===== config.mk =====
export PLATFORM = sky130hd
export DESIGN_NAME = mcu_spi_link
export DESIGN_NICKNAME = d
export VERILOG_FILES = /design/src/rtl/mcu_spi_pkg.sv /design/src/rtl/spi_sync.sv /design/src/rtl/mcu_spi_link.sv
export SDC_FILE = /design/constraint.sdc
export NUM_CORES = 1
export LEC_CHECK = 0
export CELL_PAD_IN_SITES_DETAIL_PLACEMENT = 1
export CELL_PAD_IN_SITES_GLOBAL_PLACEMENT = 1
export CORE_AREA = 2 2 88 90
export CTS_CLUSTER_SIZE = 20
export DETAILED_ROUTE_END_ITERATION = 16
export DIE_AREA = 0 0 90 92
export DONT_BUFFER_PORTS = 1
export HOLD_SLACK_MARGIN = 0.08
export PLACE_DENSITY_LB_ADDON = 0.2
export SLEW_MARGIN = 20
export SYNTH_ARGS = -nofsm -noshare
export SYNTH_HDL_FRONTEND = slang
export SYNTH_HIERARCHICAL = 1
export SYNTH_SLANG_ARGS = --single-unit

===== constraint.sdc =====
create_clock -name clk -period 4.22 [get_ports clk]
set_input_delay 0.844 -clock clk [delete_from_list [all_inputs] [get_ports clk]]
set_output_delay 0.844 -clock clk [all_outputs]
set_load 0.02 [all_outputs]

===== src/rtl/mcu_spi_pkg.sv =====
// Shared definitions for the MCU SPI link: target codes and link FSM states.
package mcu_spi_pkg;

  localparam logic [7:0] TGT_SYS = 8'd0;
  localparam logic [7:0] TGT_HID = 8'd1;
  localparam logic [7:0] TGT_OSD = 8'd2;
  localparam logic [7:0] TGT_SDC = 8'd3;

  typedef enum logic [1:0] {
    WAIT_IDLE,
    TARGET,
    CMD,
    DATA
  } link_state_t;

endpackage


===== src/rtl/spi_sync.sv =====
// 2-flop synchroniser for one asynchronous SPI pin, with optional edge detect.
// Latency 2 clk to the synced level, edges one history flop later; no backpressure.
module spi_sync #(
  parameter bit EDGE_DET = 1'b1
) (
  input  logic clk,
  input  logic reset,
  input  logic din,
  output logic sync,
  output logic rise,
  output logic fall
);

  logic [1:0] meta;

  always_ff @(posedge clk) begin
    if (reset) meta <= 2'b00;
    else       meta <= {meta[0], din};
  end

  assign sync = meta[1];

  generate
    if (EDGE_DET) begin : g_edge
      logic hist;
      always_ff @(posedge clk) begin
        if (reset) hist <= 1'b0;
        else       hist <= meta[1];
      end
      assign rise = meta[1] & ~hist;
      assign fall = ~meta[1] & hist;
    end else begin : g_plain
      assign rise = 1'b0;
      assign fall = 1'b0;
    end
  endgenerate

endmodule


===== src/rtl/mcu_spi_link.sv =====
// SPI slave from the IO MCU: target byte selects a consumer, later bytes go out as strobes.
// Strobe 4 clk after the 8th SCK rise; no backpressure, consumers must take each byte.
module mcu_spi_link
  import mcu_spi_pkg::*;
(
  input  logic       clk,
  input  logic       reset,
  input  logic       spi_io_ss,
  input  logic       spi_io_clk,
  input  logic       spi_io_din,
  output logic       spi_io_dout,
  output logic       mcu_start,
  output logic [7:0] mcu_dout,
  output logic       mcu_sys_strobe,
  output logic       mcu_hid_strobe,
  output logic       mcu_osd_strobe,
  output logic       mcu_sdc_strobe,
  input  logic [7:0] mcu_sys_din,
  input  logic [7:0] mcu_hid_din,
  input  logic [7:0] mcu_osd_din,
  input  logic [7:0] mcu_sdc_din
);

  logic ss_s, ss_rise_unused, ss_fall_unused;
  logic sck_rise, sck_fall, sck_level_unused;
  logic din_s, din_rise_unused, din_fall_unused;

  spi_sync u_ss  (.clk(clk), .reset(reset), .din(spi_io_ss),  .sync(ss_s),
                  .rise(ss_rise_unused), .fall(ss_fall_unused));
  spi_sync u_sck (.clk(clk), .reset(reset), .din(spi_io_clk), .sync(sck_level_unused),
                  .rise(sck_rise), .fall(sck_fall));
  spi_sync #(.EDGE_DET(1'b0)) u_din (.clk(clk), .reset(reset), .din(spi_io_din), .sync(din_s),
                  .rise(din_rise_unused), .fall(din_fall_unused));

  link_state_t state;
  logic [7:0]  target;
  logic [7:0]  rx_shift;
  logic [6:0]  tx_shift;
  logic [2:0]  bit_cnt;
  logic        byte_done;
  logic        load_pend;
  logic [3:0]  strobe_q;
  logic [7:0]  sel_din;
  logic        tgt_ok;
  logic        tx_en;

  always_comb begin
    sel_din = 8'h00;
    tgt_ok  = 1'b1;
    case (target)
      TGT_SYS: sel_din = mcu_sys_din;
      TGT_HID: sel_din = mcu_hid_din;
      TGT_OSD: sel_din = mcu_osd_din;
      TGT_SDC: sel_din = mcu_sdc_din;
      default: tgt_ok  = 1'b0;
    endcase
  end

  // MISO only carries reply data once a valid target has been latched.
  assign tx_en = tgt_ok && (state == CMD || state == DATA);

  always_ff @(posedge clk) begin
    if (reset) begin
      state       <= WAIT_IDLE;
      target      <= 8'h00;
      rx_shift    <= 8'h00;
      tx_shift    <= 7'h00;
      bit_cnt     <= 3'd0;
      byte_done   <= 1'b0;
      load_pend   <= 1'b0;
      strobe_q    <= 4'b0000;
      mcu_start   <= 1'b0;
      mcu_dout    <= 8'h00;
      spi_io_dout <= 1'b0;
    end else begin
      strobe_q  <= 4'b0000;
      mcu_start <= 1'b0;
      byte_done <= 1'b0;
      // Deselect wins over everything, including a byte completing this cycle.
      if (ss_s) begin
        state       <= TARGET;
        bit_cnt     <= 3'd0;
        rx_shift    <= 8'h00;
        tx_shift    <= 7'h00;
        load_pend   <= 1'b0;
        spi_io_dout <= 1'b0;
      end else if (state != WAIT_IDLE) begin
        if (sck_rise) begin
          rx_shift <= {rx_shift[6:0], din_s};
          bit_cnt  <= bit_cnt + 3'd1;
          if (bit_cnt == 3'd7) begin
            byte_done <= 1'b1;
            load_pend <= 1'b1;
          end
        end
        if (sck_fall) begin
          if (load_pend) begin
            load_pend   <= 1'b0;
            tx_shift    <= sel_din[6:0];
            spi_io_dout <= tx_en & sel_din[7];
          end else begin
            tx_shift    <= {tx_shift[5:0], 1'b0};
            spi_io_dout <= tx_en & tx_shift[6];
          end
        end
        if (byte_done) begin
          case (state)
            TARGET: begin
              target <= rx_shift;
              state  <= CMD;
            end
            CMD, DATA: begin
              if (tgt_ok) begin
                strobe_q  <= 4'b0001 << target[1:0];
                mcu_start <= (state == CMD);
                mcu_dout  <= rx_shift;
              end
              state <= DATA;
            end
            default: state <= state;
          endcase
        end
      end
    end
  end

  assign mcu_sys_strobe = strobe_q[0];
  assign mcu_hid_strobe = strobe_q[1];
  assign mcu_osd_strobe = strobe_q[2];
  assign mcu_sdc_strobe = strobe_q[3];

endmodule


==> flow_summary.html <==
<table>
<tr><th>Metric</th><th>Value</th></tr>
<tr><th colspan="2">Status</th></tr>
<tr><td>Run status</td><td>complete, no violations</td></tr>
<tr><th colspan="2">Clock tree</th></tr>
<tr><td>Clock buffers created by TritonCTS</td><td>5</td></tr>
<tr><td>Quantity of gates resized following cts</td><td>0</td></tr>
<tr><td>Clk_lat worst skew</td><td>a little over 0.3 ns</td></tr>
<tr><td>Post-CTS Setup Bufs</td><td>0</td></tr>
<tr><td>Hold buffer count at cts</td><td>0</td></tr>
<tr><td>Clock tree from TritonCTS</td><td>done</td></tr>
<tr><td>Clock transition at path regs</td><td>0.09 ns</td></tr>
<tr><td>Count of clock tree sinks</td><td>51</td></tr>
<tr><td>Buffer cell driving the clock tree root</td><td>sky130_fd_sc_hd__clkbuf_8</td></tr>
<tr><td>Worst-case clock buffer depth</td><td>2</td></tr>
<tr><td>Number of H-tree levels</td><td>2</td></tr>
<tr><th colspan="2">Route</th></tr>
<tr><td>Initial detailed-routing violation count</td><td>38</td></tr>
<tr><td>Via count</td><td>1462</td></tr>
<tr><td>Remaining DRCs</td><td>0</td></tr>
<tr><td>Post-route ant nets</td><td>0</td></tr>
<tr><td>Vias/cell</td><td>4.72</td></tr>
<tr><td>Drt total wl</td><td>4970 µm</td></tr>
<tr><td>WL/cell</td><td>16.0 µm</td></tr>
<tr><td>Iteration count of the initial detailed-routing pass</td><td>4</td></tr>
<tr><th colspan="2">Worst setup path</th></tr>
<tr><td>Critical path start-end classification</td><td>flip-flop to flip-flop</td></tr>
<tr><td>Slowest library cell on the worst path</td><td>sky130_fd_sc_hd__and4_1</td></tr>
<tr><td>Cell count of the worst reg-to-reg path</td><td>3</td></tr>
<tr><td>Crit Reg-Reg Startpoint</td><td>target[7]</td></tr>
<tr><td>Internal reg-to-reg setup slack</td><td>2.37 ns</td></tr>
<tr><td>Highest cell delay on the worst timing path</td><td>~0.64 ns</td></tr>
<tr><td>Maximum fanout count along the critical path</td><td>10</td></tr>
<tr><td>Startpoint class of the critical path</td><td>flip-flop</td></tr>
<tr><td>Endpoint of the worst register-to-register path</td><td>strobe_q[3]</td></tr>
<tr><td>Setup crit end kind</td><td>flip-flop</td></tr>
<tr><td>Delay-heaviest family, CP</td><td>simple AND/OR/NAND/NOR gates</td></tr>
<tr><td>List of cells traversed by the critical path</td><td>nor4_4, and4_1, and4b_1</td></tr>
<tr><td>Endpoint required time on the critical path</td><td>4.47 ns</td></tr>
<tr><td>Total buffers and inverters traversed by the critical path</td><td>0</td></tr>
<tr><td>Data arrival at the endpoint of the critical path</td><td>2.10 ns</td></tr>
<tr><th colspan="2">Global routing</th></tr>
<tr><td>Number of global-route vias before repair</td><td>1509</td></tr>
<tr><td>Overflow left after global routing</td><td>0</td></tr>
<tr><td>All-layer global routing usage</td><td>between 10% and 20%</td></tr>
<tr><td>Antenna violations before repair</td><td>0</td></tr>
<tr><td>Largest net degree at the start of global routing</td><td>40</td></tr>
<tr><td>First-pass GRT wire length</td><td>8220 µm</td></tr>
<tr><th colspan="2">Timing</th></tr>
<tr><td>Setup Total Neg Slack</td><td>0 ns</td></tr>
<tr><td>Final Hold Vio Count</td><td>0</td></tr>
<tr><td>Worst clock skew</td><td>~0.010 ns</td></tr>
<tr><td>Post-layout minimum cycle time</td><td>roughly 1.8 ns</td></tr>
<tr><td>Max Freq</td><td>about 540 MHz</td></tr>
<tr><td>Pins over their slew limit</td><td>0</td></tr>
<tr><td># setup viols final</td><td>0</td></tr>
<tr><td>Post-route fraction of the period consumed by the critical path</td><td>43.8%</td></tr>
<tr><td>Final hold slack</td><td>0.443 ns</td></tr>
<tr><td>Slew HR</td><td>41.0%</td></tr>
<tr><td>Worst Tran Pin Value</td><td>between 0.8 and 0.9 ns</td></tr>
<tr><td>Setup repair after global routing missed its margin</td><td>no</td></tr>
<tr><th colspan="2">Placed design</th></tr>
<tr><td>Final weighted congestion in routability-driven placement</td><td>roughly 0.78</td></tr>
<tr><td>Number of I/O port buffers</td><td>0</td></tr>
<tr><td>DP Wirelength</td><td>3460 µm</td></tr>
<tr><th colspan="2">Logic synthesis</th></tr>
<tr><td>Instance count of the mapped netlist</td><td>214</td></tr>
<tr><td>Synthesis Warnings</td><td>6</td></tr>
<tr><td>Post-synthesis instance area</td><td>2150 µm²</td></tr>
<tr><td>Average instance area after synthesis</td><td>10.1 µm²</td></tr>
<tr><td>Total nets after synthesis</td><td>roughly 250</td></tr>
<tr><th colspan="2">Layout</th></tr>
<tr><td>Filler cells</td><td>875</td></tr>
<tr><td>Net count reported at finish</td><td>247</td></tr>
<tr><td>Layout cell share with drive strength beyond 1</td><td>9.62%</td></tr>
<tr><td>Ant diodes</td><td>0</td></tr>
<tr><td>Area growth from synthesis to final layout</td><td>8.44%</td></tr>
<tr><th colspan="2">Floorplan</th></tr>
<tr><td>Die Outline Area</td><td>just over 8000 µm²</td></tr>
<tr><td>Number of primary I/O pins</td><td>slightly above 50</td></tr>
<tr><td>X dimension of the die</td><td>90 µm</td></tr>
<tr><td>Area of the placeable core</td><td>about 7400 µm²</td></tr>
<tr><td>Effective utilization at floorplan</td><td>28.9%</td></tr>
<tr><td>Die Y-Extent</td><td>92 µm</td></tr>
<tr><td>Number of placement rows</td><td>32</td></tr>
<tr><th colspan="2">Worst hold path</th></tr>
<tr><td>Type of the tightest min-delay check</td><td>flip-flop to flip-flop</td></tr>
<tr><td>Terminating pin of the worst hold path</td><td>rx_shift[0]</td></tr>
<tr><td>Hold path startpoint</td><td>u_din/meta[1]</td></tr>
<tr><td>Worst hold stages</td><td>2</td></tr>
<tr><th colspan="2">Pwr</th></tr>
<tr><td>Cell Pwr Density</td><td>361 nW/µm²</td></tr>
<tr><td>IR drop worst, VDD</td><td>0.000157 V</td></tr>
<tr><td>Lkg Pwr</td><td>0.736 nW</td></tr>
<tr><th colspan="2">Flow run</th></tr>
<tr><td>Maximum capacitance violations</td><td>0</td></tr>
</table>
[flip-flops by register name, summed over array words and instances, names as in the netlist]
register,cells
mcu_dout,8
rx_shift,8
target,8
tx_shift,7
strobe_q,4
bit_cnt,3
state,2
u_din/meta,2
u_sck/meta,2
u_ss/meta,2
byte_done,1
load_pend,1
mcu_start,1
spi_io_dout,1
u_sck/g_edge.hist,1
[through the flow]
step | util (%) | setup WS [ns] | std cells | cell area, µm² | power (W)
after global placement | 29.9 | 2.38 | 303 | 2230 | 0.000519
after global routing | 31.3 | 2.24 | 310 | 2330 | 0.000881
final | 31.3 | 2.37 | 310 | 2330 | 0.000841
after detailed placement | 29.9 | 2.39 | 303 | 2230 | 0.000519
after floorplan | - | 2.62 | 214 | 2150 | 0.000518
after CTS | 31.3 | 2.32 | 310 | 2330 | 0.000854
[metal layers]
| metal | GRT usage [%] | vias to the layer above | share of wire, % |
|---|---|---|---|
| met5 | 0 | - | 0 |
| met4 | 3.85 | 0 | 1.2 |
| met3 | 3.04 | 5 | 3.2 |
| met2 | 19.0 | 22 | 46 |
| met1 | 17.7 | 690 | 50 |
| li1 | - | 745 | - |
[cells in the final DEF, fill, tap and decap left out]
cell and instances:
sky130_fd_sc_hd__dfxtp_1 51, sky130_fd_sc_hd__nand2b_1 22, sky130_fd_sc_hd__nand2_1 22, sky130_fd_sc_hd__mux2i_1 16, sky130_fd_sc_hd__a21oi_1 13, sky130_fd_sc_hd__nor2_1 12, sky130_fd_sc_hd__nor2b_1 12, sky130_fd_sc_hd__mux4_2 8
sky130_fd_sc_hd__nand4_1 8, sky130_fd_sc_hd__o21ai_0 7, sky130_fd_sc_hd__a31oi_1 6, sky130_fd_sc_hd__clkbuf_8 5, sky130_fd_sc_hd__o21a_1 2, sky130_fd_sc_hd__nor3_1 2, sky130_fd_sc_hd__nor4b_1 2, sky130_fd_sc_hd__ha_1 2
sky130_fd_sc_hd__and3_1 1, sky130_fd_sc_hd__or2_2 1, sky130_fd_sc_hd__o211a_1 1, sky130_fd_sc_hd__nor2_2 1, sky130_fd_sc_hd__nor4_4 1, sky130_fd_sc_hd__and4_1 1, sky130_fd_sc_hd__and4b_1 1, sky130_fd_sc_hd__nor4bb_2 1
sky130_fd_sc_hd__o21ai_1 1, sky130_fd_sc_hd__xnor2_1 1, sky130_fd_sc_hd__nor4_1 1, sky130_fd_sc_hd__o2111ai_1 1, sky130_fd_sc_hd__nand3_1 1, sky130_fd_sc_hd__o31ai_1 1, sky130_fd_sc_hd__a211oi_1 1, sky130_fd_sc_hd__clkinvlp_4 1
sky130_fd_sc_hd__bufinv_16 1, sky130_fd_sc_hd__buf_4 1
[worst min-delay path, stage by stage (launching register included)]
cell and delay [ns]:
sky130_fd_sc_hd__dfxtp_1 0.31, sky130_fd_sc_hd__nand2_1 0.04, sky130_fd_sc_hd__a21oi_1 0.05
[worst max-delay path by stage]
stage / from / endpoint / cells after the start
global placement: target[7] / strobe_q[3] / 3
CTS: target[7] / strobe_q[3] / 3
detailed placement: target[7] / strobe_q[3] / 3
finish: target[7] / strobe_q[3] / 3
floorplan: reset / rx_shift[0] / 4
global route: target[7] / strobe_q[3] / 3
[layout make-up]
cell class | count | area (µm²) | area share (%)
timing repair buffer | 1 | 7.51 | 0.322
multi-input combinational | 149 | 1070 | 45.9
clock inverter | 2 | 37.5 | 1.61
clock buffer | 5 | 68.8 | 2.95
sequential | 51 | 1020 | 43.8
tap | 102 | 128 | 5.47
[where the power goes]
group	internal, W	switching [W]	total [W]	leakage (nW)
logic	0.0000115	0.00000878	0.0000202	0.274
registers	0.000485	0.00000281	0.000488	0.412
clock network	0.000173	0.000160	0.000333	0.0502
total	0.000670	0.000171	0.000841	0.736
(Power assumes the default switching activity.)
